--- config.mk ---
export PLATFORM = sky130hd
export DESIGN_NAME = seven_seg_scanner
export DESIGN_NICKNAME = d
export VERILOG_FILES = /design/src/rtl/seven_seg_scanner.sv
export SDC_FILE = /design/constraint.sdc
export NUM_CORES = 1
export LEC_CHECK = 0
export BUFFER_PORTS_ARGS = -buffer_cell sky130_fd_sc_hd__buf_4
export CAP_MARGIN = 20
export CORE_MARGIN = 2
export CORE_UTILIZATION = 59
export CTS_BUF_LIST = sky130_fd_sc_hd__clkbuf_8
export DETAILED_ROUTE_END_ITERATION = 6
export PLACE_DENSITY = 0.79
export SLEW_MARGIN = 20
export SYNTH_ARGS = -nofsm -noshare
export SYNTH_HDL_FRONTEND = slang
export SYNTH_SLANG_ARGS = --single-unit
export TNS_END_PERCENT = 20
--- constraint.sdc ---
create_clock -name clk -period 2.5 [get_ports clk]
set_input_delay 0.5 -clock clk [delete_from_list [all_inputs] [get_ports clk]]
set_output_delay 0.5 -clock clk [all_outputs]
set_load 0.01 [all_outputs]
--- src/rtl/seven_seg_scanner.sv ---
// Time-multiplexed driver for a 5-digit common-anode seven-segment display.
// It takes one snapshot of the digits per frame and applies leading-zero blanking and a ghosting guard.
module seven_seg_scanner #(
  parameter int REFRESH_DIV = 50000,
  parameter int GUARD       = 16
) (
  input  logic       clk,
  input  logic       rst,
  input  logic [3:0] D5,
  input  logic [3:0] D4,
  input  logic [3:0] D3,
  input  logic [3:0] D2,
  input  logic [3:0] D1,
  input  logic       lzb,
  input  logic       blank,
  output logic [4:0] an,
  output logic [6:0] seg,
  output logic       frame_tick
);

  localparam int PW = (REFRESH_DIV > 1) ? $clog2(REFRESH_DIV) : 1;
  localparam logic [PW-1:0] P_LAST  = PW'(REFRESH_DIV - 1);
  localparam logic [PW-1:0] P_GUARD = PW'(GUARD);
  localparam logic [PW-1:0] P_ONE   = PW'(1);

  logic [PW-1:0] p;
  logic [2:0]    idx;
  logic [3:0]    sh5, sh4, sh3, sh2, sh1;
  logic          sh_lzb;

  logic          p_wrap;
  logic          snap;
  logic          show;
  logic          lz4, lz3, lz2, lz1;
  logic [3:0]    cur_digit;
  logic          cur_lz;
  logic [4:0]    an_sel;
  logic [6:0]    seg_sel;

  function automatic logic [6:0] decode(input logic [3:0] d);
    logic [6:0] s;
    case (d)
      4'h0: s = 7'b1000000;
      4'h1: s = 7'b1111001;
      4'h2: s = 7'b0100100;
      4'h3: s = 7'b0110000;
      4'h4: s = 7'b0011001;
      4'h5: s = 7'b0010010;
      4'h6: s = 7'b0000010;
      4'h7: s = 7'b1111000;
      4'h8: s = 7'b0000000;
      4'h9: s = 7'b0010000;
      4'hA, 4'hB, 4'hC, 4'hD, 4'hE: s = 7'b0111111;
      default: s = 7'b1111111;
    endcase
    return s;
  endfunction

  // 0 and F both count as "empty" for the leading-zero chain.
  function automatic logic is_empty(input logic [3:0] d);
    return (d == 4'h0) || (d == 4'hF);
  endfunction

  assign p_wrap = (p == P_LAST);
  assign snap   = (p == '0) && (idx == 3'd0);
  assign show   = !blank && (p >= P_GUARD);

  // Slot prescaler and digit index.
  always_ff @(posedge clk or posedge rst) begin
    if (rst) begin
      p   <= '0;
      idx <= 3'd0;
    end else if (p_wrap) begin
      p   <= '0;
      idx <= (idx == 3'd4) ? 3'd0 : idx + 3'd1;
    end else begin
      p <= p + P_ONE;
    end
  end

  // Frame snapshot: the whole frame renders from these shadows.
  always_ff @(posedge clk or posedge rst) begin
    if (rst) begin
      sh5    <= 4'hF;
      sh4    <= 4'hF;
      sh3    <= 4'hF;
      sh2    <= 4'hF;
      sh1    <= 4'hF;
      sh_lzb <= 1'b0;
    end else if (snap) begin
      sh5    <= D5;
      sh4    <= D4;
      sh3    <= D3;
      sh2    <= D2;
      sh1    <= D1;
      sh_lzb <= lzb;
    end
  end

  // A digit is blanked only while every higher digit is also empty; units never is.
  assign lz4 = sh_lzb && is_empty(sh5);
  assign lz3 = lz4 && is_empty(sh4);
  assign lz2 = lz3 && is_empty(sh3);
  assign lz1 = lz2 && is_empty(sh2);

  always_comb begin
    cur_digit = 4'hF;
    cur_lz    = 1'b0;
    an_sel    = 5'b11111;
    case (idx)
      3'd0: begin cur_digit = sh1; cur_lz = 1'b0; an_sel = 5'b11110; end
      3'd1: begin cur_digit = sh2; cur_lz = lz1;  an_sel = 5'b11101; end
      3'd2: begin cur_digit = sh3; cur_lz = lz2;  an_sel = 5'b11011; end
      3'd3: begin cur_digit = sh4; cur_lz = lz3;  an_sel = 5'b10111; end
      3'd4: begin cur_digit = sh5; cur_lz = lz4;  an_sel = 5'b01111; end
      default: begin cur_digit = 4'hF; cur_lz = 1'b0; an_sel = 5'b11111; end
    endcase
    seg_sel = cur_lz ? 7'b1111111 : decode(cur_digit);
  end

  always_ff @(posedge clk or posedge rst) begin
    if (rst) begin
      an         <= 5'b11111;
      seg        <= 7'b1111111;
      frame_tick <= 1'b0;
    end else begin
      frame_tick <= snap;
      an         <= show ? an_sel : 5'b11111;
      seg        <= show ? seg_sel : 7'b1111111;
    end
  end

endmodule
==> impl_metrics.csv <==
group,metric,value,unit
route,wirelength,5040,um
cells_and_area,postLayoutCoreUtil,72.4,%
route,drcViolationCount,0,
clock_network,clk_latency,0.30,ns
yosys,ys_types,43,
global_route,globalRouteTotalUtil,22.1,%
clock_network,cts-root-buf,"clkbuf_8",
cells_and_area,drive_above_1_share,33.6,%
yosys,synth_nets,275,
die,start_util,61.6,%
critical_path,critPathMaxStageDelay,0.42,ns
critical_path,cp_common_cell,"ha_1",
power_and_ir_drop,ir_drop,0.000297,V
critical_path,worstPathRequired,2.71,ns
global_route,grt_pass1_vias,1932,
sta,rsz0062_at_grt,"true",
global_route,antenna_found_initial,0,
yosys,syn_area_per_cell,11.3,sq um
sta,hold_viol,0,
die,die_h,71.7,um
job,max_cap_violations,0,
die,dieArea,0.00513,sq mm
clock_network,cts_max_path_buffers,2,
worst_hold_path,hold_path_class,"input pin to asynchronous set/reset pin",
critical_path,crit_arrival,2.56,ns
route,initialDrtViolationCount,130,
yosys,seq_area_frac_synth,50.6,%
yosys,netlist_area,0.00270,sq mm
die,placementRows,24,
yosys,synthTopCellsByArea,"dfstp_2 (31%), dfrtp_1 (19%), mux2_1 (7.9%), ha_1 (5.6%), nand2_1 (3.3%)",
yosys,synthArstFlopShare,100,%
yosys,synth_top_flop_cell,"dfstp_2",
yosys,ys_seq_elements,53,
sta,relSlewSlack,47.8,%
clock_network,post_cts_buffers,0,
global_route,grt_start_max_net_pins,31,
power_and_ir_drop,power_density,516,mW/mm^2
power_and_ir_drop,p_leak,1.42,nW
cells_and_area,area_growth,17.5,%
global_route,grt_overflow_total,0,
critical_path,critical_path.cell_chain,"inv_1 -> ha_1 -> a22o_1 -> a222oi_1 -> nand2_1 -> ha_1 -> a31o_2 -> o211ai_1 -> nand3_1",
placement,numPortBuffers,36,
critical_path,slowest_stage,"dfrtp_1",
placement,dp_hpwl,3790,um
critical_path,crit_path_end_kind,"flop",
yosys,yosysTopAreaCell,"dfstp_2",
sta,period_needed,2.35,ns
global_route,grt_pass1_wl,8800,um
critical_path,startpoint_type,"flop",
route,ant_nets,0,
clock_network,cts_buffers,5,
yosys,yosysTopAreaCellShare,31.1,%
yosys,synth_cells,239,
sta,setup_viol,0,
yosys,synth_common_cells,"dfstp_2 (32), nand2_1 (24), dfrtp_1 (21)",
die,die_w,71.7,um
clock_network,cts_tree,"yes",
sta,period_share,94.0,%
critical_path,worstSetupPathType,"flop to flop",
yosys,yosysMostFrequentCell,"dfstp_2",
route,via_per_inst,5.79,
route,num_vias,1940,
sta,tns,0,ns
placement,globalplace.congestion,0.955,
critical_path,path_max_fanout,6,
die,design.core.area,0.00438,sq mm
clock_network,cts.reportedPaths.clkPinSlew,0.09,ns
yosys,yosysWarnings,0,
route,wl_per_cell,15.0,um
route,detail_route.first_pass.iterations,4,
cells_and_area,nNetsFinal,318,
clock_network,cts_sinks,53,
sta,fmax,425,MHz
clock_network,htreeDepth,2,
cells_and_area,n_antenna_cell,0,
sta,skew,0.00657,ns
sta,slew_viol_final,0,
run_status,status,"complete, no violations",
yosys,synth_edf_count,0,
die,io_pins,37,
sta,worst_pin_slew,0.776,ns
## worst max-delay path, delay by kind of cell, from the launching register on
kind	cells	cell delay, ns
compound gates	4	0.81
fa+ha+maj	2	0.61
flops	1	0.42
simple gates	2	0.30
buf+inv	1	0.11
## logic make-up after synthesis
group           Yosys count  synth area share (%)
xor+xnor                 14                  4.54
simple gates             85                  17.1
compound gates           33                  8.67
fa+ha+maj                12                  5.56
buf+inv                  17                  3.01
mux                      25                  10.5
flops                    53                  50.6
## final timing paths
path | start | to | slack (ns) | cells past startpoint
setup reg to reg | idx[1] | seg[3] | 0.15 | 9
hold reg to reg | p[12] | p[12] | 0.52 | 1
min in group clk | D5[3] | sh5[3] | 0.41 | 2
hold / removal | rst | frame_tick | 0.22 | 2
setup / recovery | idx[1] | seg[3] | 0.15 | 9
max in group asynchronous | rst | seg[4] | 1.70 | 3
## flip-flops by register name, summed over array words and instances (netlist names)
register and flops:
sh4 4, sh5 4, frame_tick 1, sh1 4
seg 7, an 5, sh3 4, p 16
idx 3, sh2 4, sh_lzb 1
## power breakdown
group	internal, W	switching [W]
clock	0.000322	0.000261
combinational	0.0000678	0.0000604
sequential	0.000907	0.0000193
total	0.00130	0.000341
## final cells by class
cell class	instances	area [sq um]
Fill cell	332	1210
Timing Repair Buffer	41	320
Multi-Input combinational cell	169	1260
Clock inverter	2	33.8
Tap cell	52	65.1
Clock buffer	6	82.6
Inverter	12	45.0
Sequential cell	53	1370
## placed cells by master (no fill, tap or decap), types with 3 or more instances in the layout
cell type  netlist  routed
nor3_2           2       3
o21ai_0         11      10
ha_1            12      11
mux2_1          19      19
nand3b_1         4       4
nand4_1          3       3
and4_1           3       3
xor2_1           9       9
clkbuf_8         0       6
nor2b_1          3       3
and3_1           4       4
nand3_1         10      10
inv_1           12      12
nor2_1          14      14
dfrtp_1         21      21
dfstp_2         32      32
xnor2_1          5       5
nor4_1           6       6
nor3_1           4       3
mux2_2           3       3
nand2_1         24      24
o211ai_1         7       7
buf_4            2      40
## routing by layer
layer  routed length (um)  GRT usage [%]  up-vias  share of wire (%)
li1                     -              -      934                  -
met1                 2360           29.9      935                 47
met2                 2300           33.6       60                 46
met3                  272           6.47       11                5.4
met4                  104           8.60        0                2.1
met5                    0              0        -                  0
## stage by stage
stage	hold slack [ns]	setup slack, ns	cells	area, sq um	power [W]
floorplan	0.449	0.375	239	2700	0.00100
global placement	0.479	0.221	327	3050	0.00107
detailed placement	0.501	0.135	327	3050	0.00107
CTS	0.224	0.111	335	3170	0.00166
global route	0.245	-0.00390	335	3170	0.00171
finish	0.217	0.150	335	3170	0.00164
## what timing repair did
action	4_1_cts	5_1_grt
hold endpoints to repair	0	0
hold buffers	0	0
endpoints found under the setup margin	0	5
resized for setup	0	3
Power figures use the tool's default switching activity.
